$ cat config.mk
export PLATFORM = sky130hd
export DESIGN_NAME = mem_stage_ctrl_flat
export DESIGN_NICKNAME = d
export VERILOG_FILES = /design/src/rtl/mem_stage_ctrl_if.sv /design/src/rtl/mem_stage_ctrl.sv /design/src/flat_wrapper.sv
export SDC_FILE = /design/constraint.sdc
export NUM_CORES = 2
export LEC_CHECK = 0
export ABC_AREA = 1
export BUFFER_PORTS_ARGS = -buffer_cell sky130_fd_sc_hd__clkbuf_2
export CORE_UTILIZATION = 30
export DETAILED_ROUTE_END_ITERATION = 8
export GPL_TIMING_DRIVEN = 0
export PLACE_DENSITY_LB_ADDON = 0.15
export REMOVE_ABC_BUFFERS = 1
export SETUP_SLACK_MARGIN = 0.4
export SLEW_MARGIN = 20
export SYNTH_ARGS = -nofsm -noshare
export SYNTH_HDL_FRONTEND = slang
export SYNTH_SLANG_ARGS = --single-unit
$ cat constraint.sdc
create_clock -name clk -period 8.6 [get_ports clk]
set_clock_uncertainty 0.15 [all_clocks]
set_input_delay 0.86 -clock clk [delete_from_list [all_inputs] [get_ports clk]]
set_output_delay 0.86 -clock clk [all_outputs]
set_load 0.02 [all_outputs]
$ cat src/rtl/mem_stage_ctrl_if.sv
// EXE->MEM stage bundle: pipeline inputs from EXE, stage outputs towards MEM/WB and the stall line.
// master = EXE-side driver, slave = the memory-stage controller.
interface mem_stage_ctrl_if;
    logic        wb_en_in;
    logic        mem_r_en_in;
    logic        mem_w_en_in;
    logic [31:0] alu_result;
    logic [31:0] val_rm;
    logic [3:0]  dest_in;
    logic        wb_en;
    logic        mem_r_en;
    logic [31:0] alu_result_out;
    logic [3:0]  dest;
    logic [31:0] mem_data;
    logic        ready;

    modport master (
        output wb_en_in, mem_r_en_in, mem_w_en_in, alu_result, val_rm, dest_in,
        input  wb_en, mem_r_en, alu_result_out, dest, mem_data, ready
    );

    modport slave (
        input  wb_en_in, mem_r_en_in, mem_w_en_in, alu_result, val_rm, dest_in,
        output wb_en, mem_r_en, alu_result_out, dest, mem_data, ready
    );
endinterface

$ cat src/rtl/mem_stage_ctrl.sv
// MEM stage with a fixed-latency data memory: a memory op stalls LATENCY+1 cycles, then 1 ready cycle.
// Backpressure: ready=0 freezes upstream; non-memory ops pass through with zero stall.
module mem_stage_ctrl #(
    parameter int unsigned LATENCY    = 3,
    parameter int unsigned DEPTH_LOG2 = 6,
    parameter int unsigned BASE_ADDR  = 1024
) (
    input  logic             clk,
    input  logic             rst,
    mem_stage_ctrl_if.slave  bus
);
    localparam int unsigned DEPTH = 1 << DEPTH_LOG2;
    localparam logic [31:0] BASE  = 32'(BASE_ADDR);
    localparam logic [32:0] LIMIT = 33'(BASE_ADDR) + 33'(4 * DEPTH);

    typedef enum logic [1:0] {S_IDLE, S_WAIT, S_DONE} state_t;

    state_t                  state_q, state_d;
    logic [3:0]              cnt_q, cnt_d;
    logic [31:0]             mem_data_q, mem_data_d;
    logic [31:0]             mem_q [DEPTH];
    logic                    mem_we;
    logic                    req;
    logic                    in_range;
    logic [DEPTH_LOG2-1:0]   idx;

    assign req      = bus.mem_r_en_in | bus.mem_w_en_in;
    assign idx      = DEPTH_LOG2'((bus.alu_result - BASE) >> 2);
    assign in_range = (bus.alu_result >= BASE) && ({1'b0, bus.alu_result} < LIMIT);

    always_comb begin
        state_d    = state_q;
        cnt_d      = cnt_q;
        mem_data_d = mem_data_q;
        mem_we     = 1'b0;
        if (rst) begin
            state_d    = S_IDLE;
            cnt_d      = 4'd0;
            mem_data_d = 32'd0;
        end else begin
            case (state_q)
                S_IDLE: begin
                    if (req) begin
                        state_d = S_WAIT;
                        cnt_d   = 4'(LATENCY - 1);
                    end
                end
                S_WAIT: begin
                    if (cnt_q != 4'd0) begin
                        cnt_d = cnt_q - 4'd1;
                    end else begin
                        state_d = S_DONE;
                        // A store wins when both enables are set; mem_data is left alone.
                        if (bus.mem_w_en_in)
                            mem_we = in_range;
                        else if (bus.mem_r_en_in)
                            mem_data_d = in_range ? mem_q[idx] : 32'd0;
                    end
                end
                S_DONE:  state_d = S_IDLE;
                default: state_d = S_IDLE;
            endcase
        end
    end

    always_ff @(posedge clk) begin
        state_q    <= state_d;
        cnt_q      <= cnt_d;
        mem_data_q <= mem_data_d;
    end

    // Memory contents deliberately survive reset.
    always_ff @(posedge clk) begin
        if (mem_we)
            mem_q[idx] <= bus.val_rm;
    end

    // While reset is asserted the stage looks idle regardless of the registered state.
    assign bus.ready          = (rst || state_q == S_IDLE) ? !req : (state_q == S_DONE);
    assign bus.wb_en          = bus.wb_en_in & bus.ready;
    assign bus.mem_r_en       = bus.mem_r_en_in;
    assign bus.alu_result_out = bus.alu_result;
    assign bus.dest           = bus.dest_in;
    assign bus.mem_data       = mem_data_q;
endmodule

$ cat src/flat_wrapper.sv
// flat-port wrapper written by rule: the top's interface ports become plain ports
module mem_stage_ctrl_flat 
#(
    parameter int unsigned LATENCY    = 3,
    parameter int unsigned DEPTH_LOG2 = 6,
    parameter int unsigned BASE_ADDR  = 1024
)
  (clk, rst, bus_wb_en_in, bus_mem_r_en_in, bus_mem_w_en_in, bus_alu_result, bus_val_rm, bus_dest_in, bus_wb_en, bus_mem_r_en, bus_alu_result_out, bus_dest, bus_mem_data, bus_ready);
  mem_stage_ctrl_if bus_i ();
  input  logic clk;
  input  logic rst;
  input wire logic [$bits(bus_i.wb_en_in)-1:0] bus_wb_en_in;
  input wire logic [$bits(bus_i.mem_r_en_in)-1:0] bus_mem_r_en_in;
  input wire logic [$bits(bus_i.mem_w_en_in)-1:0] bus_mem_w_en_in;
  input wire logic [$bits(bus_i.alu_result)-1:0] bus_alu_result;
  input wire logic [$bits(bus_i.val_rm)-1:0] bus_val_rm;
  input wire logic [$bits(bus_i.dest_in)-1:0] bus_dest_in;
  output wire logic [$bits(bus_i.wb_en)-1:0] bus_wb_en;
  output wire logic [$bits(bus_i.mem_r_en)-1:0] bus_mem_r_en;
  output wire logic [$bits(bus_i.alu_result_out)-1:0] bus_alu_result_out;
  output wire logic [$bits(bus_i.dest)-1:0] bus_dest;
  output wire logic [$bits(bus_i.mem_data)-1:0] bus_mem_data;
  output wire logic [$bits(bus_i.ready)-1:0] bus_ready;
  assign bus_i.wb_en_in = bus_wb_en_in;
  assign bus_i.mem_r_en_in = bus_mem_r_en_in;
  assign bus_i.mem_w_en_in = bus_mem_w_en_in;
  assign bus_i.alu_result = bus_alu_result;
  assign bus_i.val_rm = bus_val_rm;
  assign bus_i.dest_in = bus_dest_in;
  assign bus_wb_en = bus_i.wb_en;
  assign bus_mem_r_en = bus_i.mem_r_en;
  assign bus_alu_result_out = bus_i.alu_result_out;
  assign bus_dest = bus_i.dest;
  assign bus_mem_data = bus_i.mem_data;
  assign bus_ready = bus_i.ready;
  mem_stage_ctrl #(.LATENCY(LATENCY), .DEPTH_LOG2(DEPTH_LOG2), .BASE_ADDR(BASE_ADDR)) u_core (.clk(clk), .rst(rst), .bus(bus_i));
endmodule
# Word-level counts from Yosys, hierarchy flattened
# Memory sizes are Yosys's and may differ from the RTL's.
# Cells that the tools add are included.
# word_totals
ramBits	2048
register_bits	38
wordCells	40
out_inout_bits	71
romBits	0
in_bits	73
latchBits	0
mem_count	1
# mem_list
name	words	width	read_ports	rd_clocked_by_memory_dff	write_ports	line_no	text
u_core.mem_q	64	32	1	0	1	mem_stage_ctrl.sv:21	logic [31:0] mem_q [DEPTH];
# op_classes
shifts	0
reduce_logical	9
muxes	14
n_div	0
order_cmp	2
n_eq_ne	5
bitwise	4
addsub	2
multipliers	0
# ops
operator	count
$ge A32 B11 Y1 const B	1
$lt A32 B11 Y1 const B	1
$mux W32	1
$mux W4	2
$pmux W4 S2	1
$sub A8 B1 Y8 const B	1
$mux W1	7
$mux W2	2
$ne A2 B1 Y1 const B	2
$pmux W2 S2	1
$reduce_and A4 Y1	1
$reduce_bool A4 Y1	1
$sub A4 B1 Y4 const B	1
$reduce_and A3 Y1	1
$eq A2 B1 Y1 const B	1
$eq A2 B2 Y1 const B	1
$logic_not A2 Y1	1
$ne A2 B2 Y1 const B	1
$not A1 Y1	2
$reduce_and A2 Y1	1
$reduce_bool A2 Y1	1
$and A1 B1 Y1	1
$logic_and A1 B1 Y1	1
$logic_not A1 Y1	1
2 further kinds	2

# Depth between registers and ports, before layout
# depth
ltp_word	8
depth_mapped	16
ltp_nobuf	12

# Least setup slack after synthesis
# No wires, ideal clock.
# synth_path
path_kind	input to register
startpoint	in bus_alu_result[3]
endpoint	mem u_core.mem_q[0][0], enable pin
arrival_ps	3336
required_time_ps	8029
path_buffers	3
setup_time_ps	421
path_slack_ps	4693
path_stages	6
path_cell_list	buf_2 > nor2_2 > buf_2 > buf_2 > nand4_1 > nor2_1
# synth_between
elab_chain_len	8
elab_cells_between_ends	10
cone_classes	add/sub (1); order compare (2); mux (6); reduce/logical (1)
# synth_lines
element	line_no	text
from (decl)	flat_wrapper.sv:15	input wire logic [$bits(bus_i.alu_result)-1:0] bus_alu_result;
$ge A32 B11 Y1 / $lt A32 B11 Y1 (equally long branches)	mem_stage_ctrl.sv:29	assign in_range = (bus.alu_result >= BASE) && ({1'b0, bus.alu_result} < LIMIT);
$logic_and A1 B1 Y1	mem_stage_ctrl.sv:29	
$mux W1	mem_stage_ctrl.sv:54	if (bus.mem_w_en_in)
$mux W1	mem_stage_ctrl.sv:49	if (cnt_q != 4'd0) begin
$mux W1	mem_stage_ctrl.sv:41	case (state_q)
$mux W1	mem_stage_ctrl.sv:36	if (rst) begin
$mux W1	mem_stage_ctrl.sv:74	if (mem_we)
$mux W1 (not written as such)	mem_stage_ctrl.sv:75	mem_q[idx] <= bus.val_rm;
to (decl)	mem_stage_ctrl.sv:21	
# Parallel ways exist; a longest one is shown, timed or not.

# Worst setup path after layout
# layout_path
startpoint	in bus_alu_result[2]
endpoint	reg u_core.mem_data_q[3] (netlist: u_core.bus.mem_data[3])
# layout_between
elab_chain_len	3
elab_cells_between_ends	6
cone_classes	add/sub (1); order compare (2); mux (1); reduce/logical (1); memory (1)
# layout_lines
element	line_no	text
$sub A8 B1 Y8, or another cell as far along	mem_stage_ctrl.sv:28	assign idx = DEPTH_LOG2'((bus.alu_result - BASE) >> 2);
$mem_v2 Z64 W32 / $logic_and A1 B1 Y1 (equally long branches)	--	
$mux W32 (*)	mem_stage_ctrl.sv:57	mem_data_d = in_range ? mem_q[idx] : 32'd0;
to (signal assigned)	mem_stage_ctrl.sv:69	mem_data_q <= mem_data_d;
to (decl)	mem_stage_ctrl.sv:20	logic [31:0] mem_data_q, mem_data_d;
# Mark *: on every way between the ends. The rest lies on a longest branch, timed or not.
# A chain may end at the register's enable or synchronous reset.

==> summary.txt <==
Drt
  – Drt wl/cell: 23.48 µm
  – DRC Markers: 0
  – Via density: 4.637
  – Drt total wl: 281.0 mm
  – Routed Antenna Nets: 0
  – DR pass1 iterations: 5
  – Initial DRC count: 4660
  – Routed via count: 55.50k

Place
  – Worst slack, placed: 1856 ps
  – IO Port Bufs: 131
  – HPWL after detailed placement: 178.2 mm
  – Gpl congestion: 0.7424

Finish
  – Most common cell after layout, fill and taps aside: nand2_1
  – Share of cells above drive strength 1: 9.254%
  – Commonest cells after routing, fill and taps aside: nand2_1, edfxtp_1, inv_1
  – Area Overhead vs Synth: 18.57%
  – # fillers: 27.98k
  – Total Nets Final: 8090

Worst setup path
  – Crit-path cells: clkbuf_8 > buf_16 > buf_16 > inv_16 > buf_16 > buf_16 > buf_16 > nand2_1 > nand3_1 > nand4_1 > nand2_1 > nand2_1 > nor2_1 > nand3_1 > a21oi_1
  – WS Path Type: primary input to flip-flop
  – Most used cell, CP: buf_16
  – Setup crit end kind: flip-flop
  – Worst reg2reg path endpoint: u_core.mem_q[0][4]
  – Reg2reg start: u_core.cnt_q[0]
  – CP required: 9250 ps
  – Slowest-stage cell, CP: nor2_1
  – Crit path max fanout: 177
  – R2R Setup Slk: 4380 ps
  – FF-to-FF path depth: 11
  – Crit start category: primary input
  – CP Data Arrival Time: 6420 ps
  – Crit path largest cell delay: 920 ps

STA
  – Final setup viols: 0
  – Final worst slack: 2824 ps
  – RSZ-0062 raised after global routing: false
  – WHS: 231.0 ps
  – Endpoints failing hold: 0
  – Final min period: 5776 ps
  – Max-slew headroom at the worst pin: 20.52%
  – FMAX: 0.1731 GHz
  – Slew Limit Fails: 0
  – Worst Max-Slew Pin Slew: 1188 ps
  – Fin crit share: 67.17%
  – Setup TNS: 0 ps

Floorplan
  – Die Area: 289600 µm²
  – I/O pin total: 144
  – Vert. Die Dim: 538.2 µm
  – Core Region: 285500 µm²
  – Initial Utilization: 30.21%
  – FP Rows: 196
  – Die Span X: 538.2 µm

Clocking
  – Clock tree sinks: 2086
  – Clk Tree Root Cell: clkbuf_16
  – Clk buf depth: 4
  – CTS Hold Bufs: 0
  – Clk Latency, worst-skew pair: 900 ps
  – CTS resizes: 0
  – H-tree levels: 4
  – Worst-path clk slew: 60 ps
  – Post CTS Setup Buffer Count: 0
  – CTS tree: built
  – Num CTS Buffers: 231

Yosys
  – FF+latch count, synth: 2086
  – Synth warn: 0
  – Post-Syn Area: 86240 µm²
  – Seq/Total Area, Yosys: 72.19%
  – Avg Inst Size Synth: 10.99 µm²
  – Post-Syn Instances: 7850
  – Synth cell types: 36

Global routing
  – Initial antenna violation count: 19
  – Largest net degree at the start of global routing: 178
  – Vias in the first global route: 52.68k
  – Total grt overflow: 0
  – Global Route Usage Sum: 19.27%
  – Global-route wire length before repair: 398.7 mm

Pwr
  – Clk pwr share: 42.6%
  – Worst IR drop on VDD: 0.1529 mV
  – Internal power: 0.01665 W
  – Switching pwr: 0.005002 W
  – P per Cell Area: 211.8 nW/µm²
  – Sequential share of power: 51.6%
  – Cell leakage power: 39.01 nW
  – Switching share of power: 23.10%
  – Logic pwr share: 5.9%

Run status
  – Status: finished clean

Job
  – Max cap viols: 0

Hold path
  – Worst min path class: primary input to flip-flop
  – Hold EP: u_core.mem_q[18][17]
  – Hold Path Cell Cnt: 1
  – Hold path startpoint: bus_val_rm[17]
-- kinds of logic (layout without fill, tap and decap cells) --
group,count (synthesis),after routing,synth area share (%)
AOI/OAI and AO/OA,380,380,2.243
other,0,15,0
DFF,2086,2086,72.19
adders and majority gates,2,2,0.02901
buffers and inverters,1065,1406,5.496
and+or+nand+nor,4317,4317,20.04
-- power groups by stage --
stage	logic [W]	registers (W)	clock network, W
floorplan	0.000495	0.0114	0
global placement	0.00154	0.0114	0
detailed placement	0.00129	0.0114	0
CTS	0.00130	0.0112	0.00944
global route	0.00139	0.0112	0.00980
finish	0.00127	0.0112	0.00922
-- critical path, delay by kind of cell --
kind | cells | cell delay, ps
buffers and inverters | 7 | 2560
and+or+nand+nor | 7 | 1940
AOI/OAI and AO/OA | 1 | 210
-- cells in the mapped netlist --
library cell | n | area (µm²)
nand2_2 | 1 | 6.260
a21oi_1 | 87 | 435.4
and2_1 | 1 | 6.260
o21ai_0 | 253 | 1266
a22oi_1 | 1 | 7.510
nor3_4 | 1 | 16.27
o211ai_1 | 3 | 22.52
dfxtp_1 | 38 | 760.7
buf_6 | 27 | 304.0
a31oi_1 | 11 | 68.82
nor3_1 | 7 | 35.03
nor2_1 | 523 | 1963
nand4_1 | 115 | 719.4
nor2_2 | 1 | 6.260
edfxtp_1 | 2048 | 61500
clkinv_1 | 4 | 15.01
inv_1 | 620 | 2327
or2_0 | 3 | 18.77
ha_1 | 2 | 25.02
inv_8 | 1 | 11.26
nand2_1 | 3096 | 11620
nand3b_1 | 3 | 22.52
buf_8 | 1 | 15.01
inv_2 | 4 | 15.01
or2_2 | 5 | 31.28
buf_4 | 77 | 578.1
and3_1 | 1 | 6.260
clkbuf_1 | 121 | 454.2
o21ai_1 | 22 | 110.1
buf_2 | 185 | 925.9
buf_1 | 25 | 93.84
a221oi_1 | 1 | 8.760
nand3_1 | 554 | 2773
nor3_2 | 5 | 50.05
or2_1 | 1 | 6.260
o21bai_1 | 2 | 15.01
-- state kept, by name (all words and copies together), names as in the netlist --
name                 flops
u_core.mem_q          2048
u_core.bus.mem_data     32
u_core.cnt_q             4
u_core.state_q           2
-- how the worst max path moves through the flow --
stage,cells past startpoint,endpoint,startpoint
after floorplan,10,u_core.bus.mem_data[30],bus_alu_result[3]
after global placement,4,u_core.mem_q[32][29],bus_alu_result[2]
after detailed placement,15,u_core.bus.mem_data[18],bus_alu_result[2]
after CTS,15,u_core.bus.mem_data[16],bus_alu_result[2]
after global routing,15,u_core.bus.mem_data[16],bus_alu_result[2]
final,15,u_core.bus.mem_data[3],bus_alu_result[2]
-- metal layers --
| metal | vias up | share of wire [%] | wire, µm | track usage (%) |
|---|---|---|---|---|
| li1 | 26464 | - | - | - |
| met1 | 27438 | 45 | 126800 | 26.52 |
| met2 | 1287 | 47 | 132800 | 31.80 |
| met3 | 303 | 5.0 | 14150 | 2.667 |
| met4 | 4 | 2.6 | 7238 | 5.150 |
| met5 | - | 0.0078 | 22 | 0 |
-- layout make-up --
class | instances | area [µm²] | share of cell area [%]
inverter | 629 | 2401 | 2.348
antenna | 15 | 37.54 | 0.03671
tap | 3762 | 4707 | 4.603
clock inverter | 113 | 716.9 | 0.7011
multi-input combinational | 4699 | 19820 | 19.38
sequential | 2086 | 62260 | 60.89
timing repair buffer | 368 | 6213 | 6.076
clock buffer | 296 | 6097 | 5.963
-- stage by stage --
| step | instances | total power, W | cell area (µm²) | utilization [%] |
|---|---|---|---|---|
| floorplan | 7414 | 0.01187 | 83870 | - |
| global placement | 11307 | 0.01294 | 89230 | 31.26 |
| detailed placement | 11544 | 0.01267 | 95400 | 33.42 |
| CTS | 11953 | 0.02190 | 102200 | 35.81 |
| global route | 11954 | 0.02235 | 102200 | 35.81 |
| finish | 11968 | 0.02165 | 102300 | 35.82 |
Power figures use the tool's default switching activity.
